[config.mk]
export PLATFORM = sky130hd
export DESIGN_NAME = fetch_unit
export DESIGN_NICKNAME = d
export VERILOG_FILES = /design/src/rtl/fetch_unit.sv
export SDC_FILE = /design/constraint.sdc
export NUM_CORES = 1
export LEC_CHECK = 0
export ABC_AREA = 1
export CAP_MARGIN = 10
export CORE_AREA = 5 5 66 68
export CTS_CLUSTER_DIAMETER = 80
export CTS_CLUSTER_SIZE = 30
export DETAILED_ROUTE_END_ITERATION = 6
export DIE_AREA = 0 0 71 73
export HOLD_SLACK_MARGIN = 0.02
export PLACE_DENSITY = 0.86
export REMOVE_ABC_BUFFERS = 1
export SETUP_SLACK_MARGIN = 0.05
export SLEW_MARGIN = 20
export SYNTH_ARGS = -nofsm -noshare
export SYNTH_HDL_FRONTEND = slang
export SYNTH_SLANG_ARGS = --single-unit
[constraint.sdc]
create_clock -name clk -period 3.71 [get_ports clk]
set_input_delay 0.742 -clock clk [delete_from_list [all_inputs] [get_ports clk]]
set_output_delay 0.742 -clock clk [all_outputs]
set_load 0.02 [all_outputs]
[src/rtl/fetch_unit.sv]
// fetch_unit
// Instruction-fetch stage in front of a combinational program ROM. Owns the
// program counter, registers the fetched instruction toward decode behind a
// valid/ready handshake, and reacts to branch redirects and start/halt.
//
// Ports:
//   clk, rst_n          clock, asynchronous active-low reset
//   start               pulse: leave IDLE and fetch from PC 0
//   halt                level: suppress new fetches while high
//   rom_addr/rom_data   ROM address (= pc) and same-cycle instruction
//   redirect_valid/_target  taken-branch PC change from execute
//   inst_out/inst_pc/inst_valid/inst_ready  output register + handshake
//   fetch_count         saturating count of accepted instructions
//   running             high while in FETCH
module fetch_unit #(
  parameter int ADDR_W = 4,
  parameter int INST_W = 16
) (
  input  logic              clk,
  input  logic              rst_n,
  input  logic              start,
  input  logic              halt,
  output logic [ADDR_W-1:0] rom_addr,
  input  logic [INST_W-1:0] rom_data,
  input  logic              redirect_valid,
  input  logic [ADDR_W-1:0] redirect_target,
  output logic [INST_W-1:0] inst_out,
  output logic [ADDR_W-1:0] inst_pc,
  output logic              inst_valid,
  input  logic              inst_ready,
  output logic [7:0]        fetch_count,
  output logic              running
);

  typedef enum logic [1:0] {
    S_IDLE   = 2'd0,
    S_FETCH  = 2'd1,
    S_HALTED = 2'd2
  } state_t;

  state_t            state;
  state_t            state_next;
  logic [ADDR_W-1:0] pc;

  logic active;       // FETCH or HALTED: redirects are honoured
  logic do_redirect;
  logic do_load;
  logic xfer;

  // State register
  always_ff @(posedge clk or negedge rst_n) begin
    if (!rst_n) begin
      state <= S_IDLE;
    end else begin
      state <= state_next;
    end
  end

  // Next-state logic
  always_comb begin
    state_next = state;
    case (state)
      S_IDLE:   if (start) state_next = S_FETCH;
      S_FETCH:  if (halt)  state_next = S_HALTED;
      S_HALTED: if (!halt) state_next = S_FETCH;
      default:  state_next = S_IDLE;
    endcase
  end

  // Control decode from the current state
  always_comb begin
    running     = (state == S_FETCH);
    active      = (state == S_FETCH) || (state == S_HALTED);
    do_redirect = active && redirect_valid;
    // Redirect wins over load; the target is fetched on the following cycle.
    do_load     = (state == S_FETCH) && (!inst_valid || inst_ready) &&
                  !halt && !redirect_valid;
    xfer        = inst_valid && inst_ready;
  end

  assign rom_addr = pc;

  // Program counter
  always_ff @(posedge clk or negedge rst_n) begin
    if (!rst_n) begin
      pc <= '0;
    end else if (state == S_IDLE) begin
      if (start) pc <= '0;
    end else if (do_redirect) begin
      pc <= redirect_target;
    end else if (do_load) begin
      pc <= pc + ADDR_W'(1);   // wraps naturally at 2^ADDR_W
    end
  end

  // Output register toward decode
  always_ff @(posedge clk or negedge rst_n) begin
    if (!rst_n) begin
      inst_out   <= '0;
      inst_pc    <= '0;
      inst_valid <= 1'b0;
    end else if (do_redirect) begin
      // Flush the wrong-path instruction; a concurrent transfer still counts.
      inst_valid <= 1'b0;
    end else if (do_load) begin
      inst_out   <= rom_data;
      inst_pc    <= pc;
      inst_valid <= 1'b1;
    end else if (inst_ready) begin
      // Drain: the held instruction was consumed and nothing replaces it.
      inst_valid <= 1'b0;
    end
  end

  // Saturating handshake counter
  always_ff @(posedge clk or negedge rst_n) begin
    if (!rst_n) begin
      fetch_count <= 8'd0;
    end else if (xfer && (fetch_count != 8'hFF)) begin
      fetch_count <= fetch_count + 8'd1;
    end
  end

endmodule

==> results by stage <==
Run status:
- The flow ran to the end, and the final reports show no timing, DRC or antenna violations.

Logic synthesis:
- After synthesis the cells add up to 1730 sq um.
- After synthesis, the mean cell area works out to 8.03 sq um.
- The number of distinct library cells after synthesis is 20.
- Yosys printed 0 warnings.
- After synthesis the netlist holds a flip-flop and latch count of 35.
- The instance count of the mapped netlist is 215.
- The share of the Yosys chip area taken by registers is 50.7%.

Global routing:
- The global-route usage over all layers is 15.2%.
- The number of global-route vias before repair is 1470.
- The number of antenna violations at the first check in global routing is 0.
- The largest net degree at the start of global routing is 43.
- For this run the aggregate overflow at the end of global routing stands at 0.
- The first global-routing pass estimated 6.27 mm of wire.

Die:
- The chip height is 73 microns.
- The standard-cell row count is 23.
- The die span in x is 71 microns.
- The initial core utilization is 45.5%.
- After floorplanning, the core was sized to cover 3800 sq um.
- The die outline area is 5180 sq um.
- In this run the count of I/O pins placed on the die edge is 60.

Setup path:
- The signal on the critical path passes through clkdlybuf4s50_1 -> inv_1 -> nand2_1 -> nand3_2 -> nand2_1 -> nand2_2 -> nand2_1 -> nand2_1.
- The arrival time reported for the critical path endpoint is 2.56 ns.
- The critical path is of the in -> reg type.
- In this design, the critical path's most frequently occurring cell is sky130_fd_sc_hd__nand2_1.
- The type of origin of the critical path is an input port.
- At the worst endpoint, the required time is 3.88 ns.
- The library cell contributing the largest single delay on the critical path is sky130_fd_sc_hd__nand3_2.
- The largest fanout on the critical path is 42.
- The endpoint type of the worst setup path is a register.
- On the worst path, the slowest cell contributes a delay of 0.53 ns.

Detailed routing:
- The vias after detailed routing is 1512.
- The number of DRC violations after detailed-routing iteration 0 is 145.
- The remaining design rule violation count is 0.
- The final antenna-violating net count is 0.
- Dividing the detail-routed wire length by the instance count gives 11.1 microns.
- Before antenna repair, the detailed router went through 4 iterations.
- Dividing the detail-routed via count by the number of cells gives 4.61.
- The final layout contains routed wiring with a total length of 3.63 mm.

Place:
- At the end of routability-driven placement, the weighted congestion stood at 0.773.
- The standard cell area after detailed placement is 2350 sq um.
- Once detailed placement completed, the half-perimeter wirelength came to 2.77 mm.
- During placement, the flow inserted port buffers numbering 59.
- Counting tap cells, the placed design contains a total of 320 instances.

Clocking:
- The buffer count from post-CTS setup fixing is 0.
- The CTS sink count is 35.
- After clock tree synthesis, the clock-pin slew on the worst setup and hold paths is 0.06 ns.
- The clock latency on the worst-skew pair is 0.28 ns.
- Buffers inserted to repair hold after CTS numbered 0.
- The CTS buffer count is 5.
- In this run the deepest clock path goes through 2 buffers.
- The clock tree root buffer cell is sky130_fd_sc_hd__clkbuf_8.
- The TritonCTS clock tree is yes.
- After clock tree synthesis, the repair step resized 0 gates.
- CTS built an H-tree with a depth of 2.

Pwr:
- The power density relative to cell area is 763 nW/um^2.
- Summing internal, switching and leakage power gives 1870 uW.
- The worst IR drop on VDD is 0.366 mV.
- The analysis attributes to cell leakage a power of 0.00122 uW.

Timing:
- The worst path needs 2.40 ns of the cycle, external delays included.
- The final number of setup-violating endpoints is 0.
- The share of the clock period used by the worst path is 64.7%.
- The post-route clock skew is 0.00308 ns.
- Static timing analysis puts the maximum clock frequency at 0.417 GHz.
- At the pin with the least slew margin, the transition time is 0.763 ns.
- The final number of hold-violating endpoints is 0.
- Setup repair after global routing left no endpoint under its margin.
- The remaining max-slew budget at the tightest pin is 49.1%.
- After routing, the total negative slack on setup checks comes to 0 ns.
- The total count of max-transition violations in the final report is 0.

Final layout:
- After the flow finishes, the layout carries non-filler instances totaling 328.
- The share of post-route cells with drive strength above 1 is 6.47%.
- The post-synthesis to final-layout area growth is 42.2%.
- The final net count is 310.
- The number of inserted diodes is 0.
- The post-route standard cell area excluding fillers is 2450 sq um.

Hold path:
- The classification of the worst-slack hold path is reg -> reg.

Job:
- Max-cap violations in this run came to 0.
[synthesized netlist by cell type, drive strengths merged]
master	number	area share [%]
o21ai	25	7.2
xnor2	4	2.0
clkbuf	2	0.58
a21oi	2	0.58
nand4	2	0.72
ha	7	5.1
buf	2	0.58
nand2	78	18
nand3	11	3.5
dfrtp	35	51
nor2	10	2.6
inv	35	7.6
nand3b	1	0.43
or2	1	0.51
[critical path, delay by kind of cell]
kind	cells	cell delay (ns)
buffers and inverters	2	0.55
AND/OR/NAND/NOR	6	1.27
[flip-flops by register name (all words and copies together) (netlist names)]
name	count
state	2
fetch_count	8
inst_valid	1
inst_out	16
rom_addr	4
inst_pc	4
[layer usage]
metal	vias up	track usage [%]	wire, microns
li1	781	-	-
met1	680	17.4	1540
met2	44	26.6	1810
met3	7	3.31	219
met4	0	8.35	64
met5	-	0	0
[cell families after synthesis]
kind of cell	synth area share (%)
flops	50.7
compound gates	7.83
buf+inv	8.77
xor+xnor	2.03
fa+ha+maj	5.07
simple gates	25.6
[placed cells by master, fill, tap and decap left out]
| cell | Yosys | routed |
|---|---|---|
| sky130_fd_sc_hd__o21ai_1 | 5 | 5 |
| sky130_fd_sc_hd__ha_1 | 7 | 7 |
| sky130_fd_sc_hd__inv_2 | 1 | 1 |
| sky130_fd_sc_hd__inv_1 | 34 | 34 |
| sky130_fd_sc_hd__o21ai_0 | 20 | 20 |
| sky130_fd_sc_hd__nand3_1 | 10 | 10 |
| sky130_fd_sc_hd__xnor2_1 | 4 | 4 |
| sky130_fd_sc_hd__nand4_1 | 2 | 2 |
| sky130_fd_sc_hd__clkdlybuf4s50_1 | 0 | 58 |
| sky130_fd_sc_hd__nand3_2 | 1 | 1 |
| sky130_fd_sc_hd__nor2_1 | 7 | 7 |
| sky130_fd_sc_hd__a21oi_1 | 2 | 2 |
| sky130_fd_sc_hd__nand2_2 | 3 | 3 |
| sky130_fd_sc_hd__nor2_2 | 3 | 3 |
| sky130_fd_sc_hd__clkbuf_8 | 0 | 7 |
| sky130_fd_sc_hd__or2_4 | 1 | 1 |
| sky130_fd_sc_hd__nand2_1 | 74 | 74 |
| sky130_fd_sc_hd__clkbuf_1 | 0 | 1 |
| sky130_fd_sc_hd__dfrtp_1 | 35 | 35 |
| sky130_fd_sc_hd__nand3b_1 | 1 | 1 |
| sky130_fd_sc_hd__nand2_4 | 1 | 1 |
| sky130_fd_sc_hd__buf_2 | 2 | 1 |
[through the flow]
step                      hold WS [ns]  worst slack, ns  utilization (%)
after detailed placement         0.472             1.02             62.0
after global placement           0.466             1.09             62.0
after floorplan                  0.446             1.86                -
after CTS                        0.489             1.30             64.6
final                            0.483             1.31             64.6
after global routing             0.512             1.11             64.6
[path summary, 6_finish.rpt]
check                                  startpoint  slack [ns]                         end  cells after the start
hold reg to reg            inst_pc[0]$_DFFE_PN0P_        0.48      inst_pc[0]$_DFFE_PN0P_                      2
setup reg to reg             state[1]$_DFFE_PN0P_        1.59     rom_addr[1]$_DFFE_PN0P_                      9
setup / recovery                       inst_ready        1.31     rom_addr[1]$_DFFE_PN0P_                      8
hold / removal             inst_pc[0]$_DFFE_PN0P_        0.48      inst_pc[0]$_DFFE_PN0P_                      2
min in group asynchronous                   rst_n        0.53  fetch_count[7]$_DFFE_PN0P_                      1
max in group asynchronous                   rst_n        2.69     inst_out[2]$_DFFE_PN0P_                      1
[layout make-up]
cell class              count  area [sq um]
fillers                   351          1340
flip-flops and latches     35           876
multi-input cells         141           699
repair buffers             59           586
inverters                  35           131
clock buffers               8           100
well taps                  50          62.6
[report_power, final]
| part | internal (uW) | leakage [uW] | switching, uW |
|---|---|---|---|
| sequential | 535 | 0.000449 | 112 |
| clock | 169 | 0.0000515 | 125 |
| combinational | 426 | 0.000717 | 507 |
| total | 1130 | 0.00122 | 744 |
(Power assumes the default switching activity.)
==> RTL edit 1: new RTL, same flow settings <==
Register the output `fetch_count` once more, cleared by the reset; this adds one clock of latency there. The other outputs are not delayed to match.
--- a/src/rtl/fetch_unit.sv
+++ b/src/rtl/fetch_unit.sv
@@ -37,6 +37,8 @@
     S_FETCH  = 2'd1,
     S_HALTED = 2'd2
   } state_t;
+
+  logic [7:0] fetch_count_s0;
 
   state_t            state;
   state_t            state_next;
@@ -115,9 +117,17 @@
   // Saturating handshake counter
   always_ff @(posedge clk or negedge rst_n) begin
     if (!rst_n) begin
-      fetch_count <= 8'd0;
-    end else if (xfer && (fetch_count != 8'hFF)) begin
-      fetch_count <= fetch_count + 8'd1;
+      fetch_count_s0 <= 8'd0;
+    end else if (xfer && (fetch_count_s0 != 8'hFF)) begin
+      fetch_count_s0 <= fetch_count_s0 + 8'd1;
+    end
+  end
+
+  always_ff @(posedge clk or negedge rst_n) begin
+    if (!rst_n) begin
+      fetch_count <= '0;
+    end else begin
+      fetch_count <= fetch_count_s0;
     end
   end
 
Function: changed (Yosys sat finds a counterexample within 4 cycles, from zero or initial values and one cycle with rst_n low).
==> RTL edit 1 against the original RTL <==
- sequential cell count up 8
- critical path depth unchanged
- total power is 4.1% higher
- routed wire length increased by 1.8%
- synthesized area grew 12%
- clock skew grew 1.0 ps
- setup slack better by 24 ps
- design area increased by 7.4%
- cell count rose by 2.1%
- highest routed layer unchanged
==> RTL edit 1: results (changes against the original RTL) <==
| Metric | Value |
|---|---|
| Ys async rst share | `1.000 (unchanged)` |
| CTS resizes | `0 (unchanged)` |
| Total CTS buffers | `5 (unchanged)` |
| Compound-Gate Fraction of Synth Area | `0.07398 (-0.004283)` |
| Type of the tightest min-delay check | `reg2reg` |
| Leak | `1.315 nW (+8.0%)` |
| Distinct cells, synth | `19 (-5.0%)` |
| Dpl cell area | `2556 µm² (+8.6%)` |
| Wire length per cell | `11.03 µm (-0.34%)` |
| Reg-to-reg slack, setup | `1610 ps (+20 ps)` |
| Hpwl dp | `2.833 mm (+2.4%)` |
| Vias/cell | `4.693 (+1.8%)` |
| Htree depth | `2 (unchanged)` |
| Initial antenna violation count | `0 (unchanged)` |
| Vias in the first global route | `1486 (+1.1%)` |
| Final clock skew | `4.081 ps (+0.9986 ps)` |
| Nets | `317 (+2.3%)` |
| Longest Clk Path Bufs | `2 (unchanged)` |
| Maximum VDD drop | `0.0004001 V (+9.2%)` |
| GR Util met1 | `0.1872 (+0.01291)` |
| Met3 Usage GRT | `0.04270 (+0.009642)` |
| Share of cells above drive strength 1 | `0.05614 (-0.008608)` |
| Starting DRC count in detailed routing | `93 (-36%)` |
| Largest net degree at the start of global routing | `44 (+2.3%)` |
| Combinational power | `0.922 mW (-1%)` |
| Number of diodes | `0 (unchanged)` |
| Post-Synth Adder-Cell Area | `0.04543 (-0.005300)` |
| Drt pass-1 iters | `4 (unchanged)` |
| GRT Util Overall | `0.1578 (+0.005313)` |
| Worst Min Path Start | `fetch_count_s0[7]` |
| CTS Root Buffer Type | `clkbuf_8` |
| Worst skew pair latency | `280 ps (about the same)` |
| Pint | `1.192 mW (+5.5%)` |
| Critical path data arrival time | `2550 ps (about the same)` |
| Synth warn | `0 (unchanged)` |
| Port Buffers | `59 (unchanged)` |
| WHS | `447.1 ps (-36.30 ps)` |
| Filler cells | `293 (-17%)` |
| GP Congestion | `0.8510 (+10%)` |
| Sequential Power Share | `0.389 (+0.044)` |
| Reg2reg path depth | `9 (unchanged)` |
| Top FF cell, synth | `dfrtp_1` |
| Regs by FF count | `inst_out (16), fetch_count (8), fetch_count_s0 (8)` |
| Post-synth top cells | `74 x nand2_1, 43 x dfrtp_1, 35 x inv_1` |
| Crit path max fanout | `42 (unchanged)` |
| Met2 track demand over resource | `0.2636 (-0.002060)` |
| Post-CTS setup buffers | `0 (unchanged)` |
| Hold depth | `0 (-2)` |
| Pre-CTS setup slack | `1059 ps (+42.98 ps)` |
| Worst hold path endpoint | `fetch_count[7]` |
| Critical path startpoint | `inst_ready` |
| Slew headroom | `0.4063 (-0.08472)` |
| Post-synthesis mux area share | `0 (unchanged)` |
| Global-route wire length before repair | `6.396 mm (+2.0%)` |
| Clk slew on worst S/H paths | `70 ps` |
| Area contributors post-synth | `dfrtp_1 56%, nand2_1 14%, inv_1 6.8%` |
| Outcome | `finished clean` |
| Sequential area share after synthesis | `0.5581 (+0.05083)` |
| Worst reg2reg path endpoint | `rom_addr[2]` |
| Synth Area in XOR/XNOR | `0.01817 (-0.002120)` |
==> RTL edit 1: changes by cell type after synthesis, sizes merged, moves of 2 or more <==
cell / unedited run / this run
clkbuf: 2 / 0
dfrtp: 35 / 43
nor2: 10 / 7
buf: 2 / 4
==> RTL edit 1: worst max-delay path by stage <==
stage / to / slack, ps / cells past startpoint
3_5_place_dp: rom_addr[2] / 1060 / 8
3_3_place_gp: rom_addr[2] / 1080 / 8
4_1_cts: running / 1350 / 3
5_1_grt: rom_addr[2] / 1170 / 8
6_report: rom_addr[2] / 1330 / 8
2_1_floorplan: rom_addr[2] / 1830 / 6
==> RTL edit 1: metrics by stage <==
step / std cells / power (mW) / util
6_report: 335 / 1.950 / 0.6943
5_1_grt: 335 / 2.109 / 0.6943
3_3_place_gp: 327 / 1.671 / 0.6729
3_5_place_dp: 327 / 1.699 / 0.6729
2_1_floorplan: 218 / 1.281 / -
4_1_cts: 335 / 1.975 / 0.6943
==> RTL edit 1: critical path, cell delays in order <==
cell and delay [ps]:
clkdlybuf4s50_1 500, inv_1 50, nand2_1 90, nand3_2 580, nand2_2 340, nand2_2 110
nand2_1 80, nand2_1 50
==> RTL edit 1: area by class of cell <==
type,count,area [µm²],share of cell area
Sequential cell,43,1076,0.4080
Multi-Input combinational cell,140,700.7,0.2657
Timing Repair Buffer,59,585.6,0.2220
Inverter,35,131.4,0.04981
Clock buffer,7,76.32,0.02894
Tap cell,50,62.56,0.02372
Clock inverter,1,5.005,0.001898
==> RTL edit 1: metal layers <==
metal | wire length (µm) | up-vias
met5 | 0 | -
met4 | 80 | 0
met3 | 255 | 8
met2 | 1721 | 50
met1 | 1638 | 703
li1 | - | 811
==> RTL edit 2: new RTL, same settings <==
Without the edit above. `INST_W`: 16 -> 20.
--- a/src/rtl/fetch_unit.sv
+++ b/src/rtl/fetch_unit.sv
@@ -14,7 +14,7 @@
 //   running             high while in FETCH
 module fetch_unit #(
   parameter int ADDR_W = 4,
-  parameter int INST_W = 16
+  parameter int INST_W = 20
 ) (
   input  logic              clk,
   input  logic              rst_n,
Ports: changed (resized inst_out and rom_data); port bits go from 60 to 68. No check against the original RTL was run, so the function may have changed too.
==> RTL edit 2 against the original RTL <==
- routed wire length grew 15%
- highest routed layer unchanged
- largest power group unchanged
- core utilization grew 6.9 points
- synthesized area grew 11%
- total power grew 11%
- largest cell class unchanged
- design area grew 11%
- setup slack gained 70 ps
- critical path type is now reg2out
- synthesized cell count grew 7.9%
- sequential cell count grew 4
==> RTL edit 2: results (changes against the original RTL) <==
| Metric | Value |
|---|---|
| Outcome | `finished clean` |
| Largest net degree at the start of global routing | `51 (+19%)` |
| Met2 track demand over resource | `0.3018 (+0.03605)` |
| Vias/cell | `4.670 (+1.3%)` |
| Dpl cell area | `2616 µm² (+11%)` |
| Cell area after synthesis | `1924 µm² (+11%)` |
| Wire length per cell | `11.84 µm (+7.0%)` |
| Share of cells above drive strength 1 | `0.06954 (+0.004788)` |
| Worst Min Path Start | `inst_out[15]` |
| Compound-Gate Fraction of Synth Area | `0.09818 (+0.01992)` |
| Final Core Density | `0.7151 (+0.06884)` |
| Fraction of area in registers | `0.3593 (+0.002501)` |
| Critical path data arrival time | `1590 ps (-970 ps)` |
| Worst reg2reg path endpoint | `rom_addr[0]` |
| WHS | `484.0 ps (+0.5680 ps)` |
| Sequential area share after synthesis | `0.5072 (about the same)` |
| #MultiIn Comb | `147 (+4.3%)` |
| Min Tclk post-route | `2329 ps (-69.74 ps)` |
| Area contributors post-synth | `dfrtp_1 51%, nand2_1 15%, inv_1 7.8%` |
| Final clock skew | `4.911 ps (+1.829 ps)` |
| Crit path largest cell delay | `600 ps (+70 ps)` |
| Worst-Margin Slew | `829.6 ps (+66.16 ps)` |
| Post-Synth Adder-Cell Area | `0.04551 (-0.005211)` |
| Metal-1 WL | `1.725 mm (+12%)` |
| Regs by FF count | `inst_out (20), fetch_count (8)` |
| Signal buf overhead | `0.2450 (+0.006515)` |
| Global-route wire length before repair | `6.796 mm (+8.4%)` |
| Port Buffers | `67 (+14%)` |
| Leak | `1.342 nW (+10%)` |
| Metal2 WL | `2.130 mm (+18%)` |
| Critical path startpoint | `state[1]` |
| Hpwl dp | `3.146 mm (+14%)` |
| Maximum VDD drop | `0.0004664 V (+27%)` |
| Vias in the first global route | `1540 (+4.8%)` |
| Nets | `338 (+9.0%)` |
| Clock network area share | `0.03685 (-0.003925)` |
| Reg-to-reg slack, setup | `1830 ps (+240 ps)` |
| Synth Instances | `232 (+7.9%)` |
| CP delay by family, top | `buffers and inverters` |
| Switching share of power | `0.4020 (+0.004941)` |
| Synth Area in XOR/XNOR | `0.01821 (-0.002084)` |
| Area of the multi-input gates | `758.2 µm² (+8.4%)` |
[RTL edit 2: cell count changes in the layout (fill, tap and decap cells not counted), sizes merged, moves of 3 or more]
cell           delta
o21ai             +4
nand2             +4
inv               +6
nor2              -3
dfrtp             +4
clkdlybuf4s50     +8
[RTL edit 2: cell families after synthesis]
family / after synthesis
xor gates and xnor gates: 4
adders and majority gates: 7
AOI/OAI and AO/OA: 33
buffers and inverters: 46
DFF: 39
and+or+nand+nor: 103
[RTL edit 2: power groups by stage]
| stage | clock network [mW] | registers, mW | logic (mW) |
|---|---|---|---|
| 6_report | 0.307 | 0.730 | 1.05 |
| 5_1_grt | 0.334 | 0.754 | 1.15 |
| 4_1_cts | 0.316 | 0.728 | 1.07 |
| 3_5_place_dp | 0 | 0.735 | 1.06 |
| 3_3_place_gp | 0 | 0.730 | 1.03 |
| 2_1_floorplan | 0 | 0.922 | 0.389 |
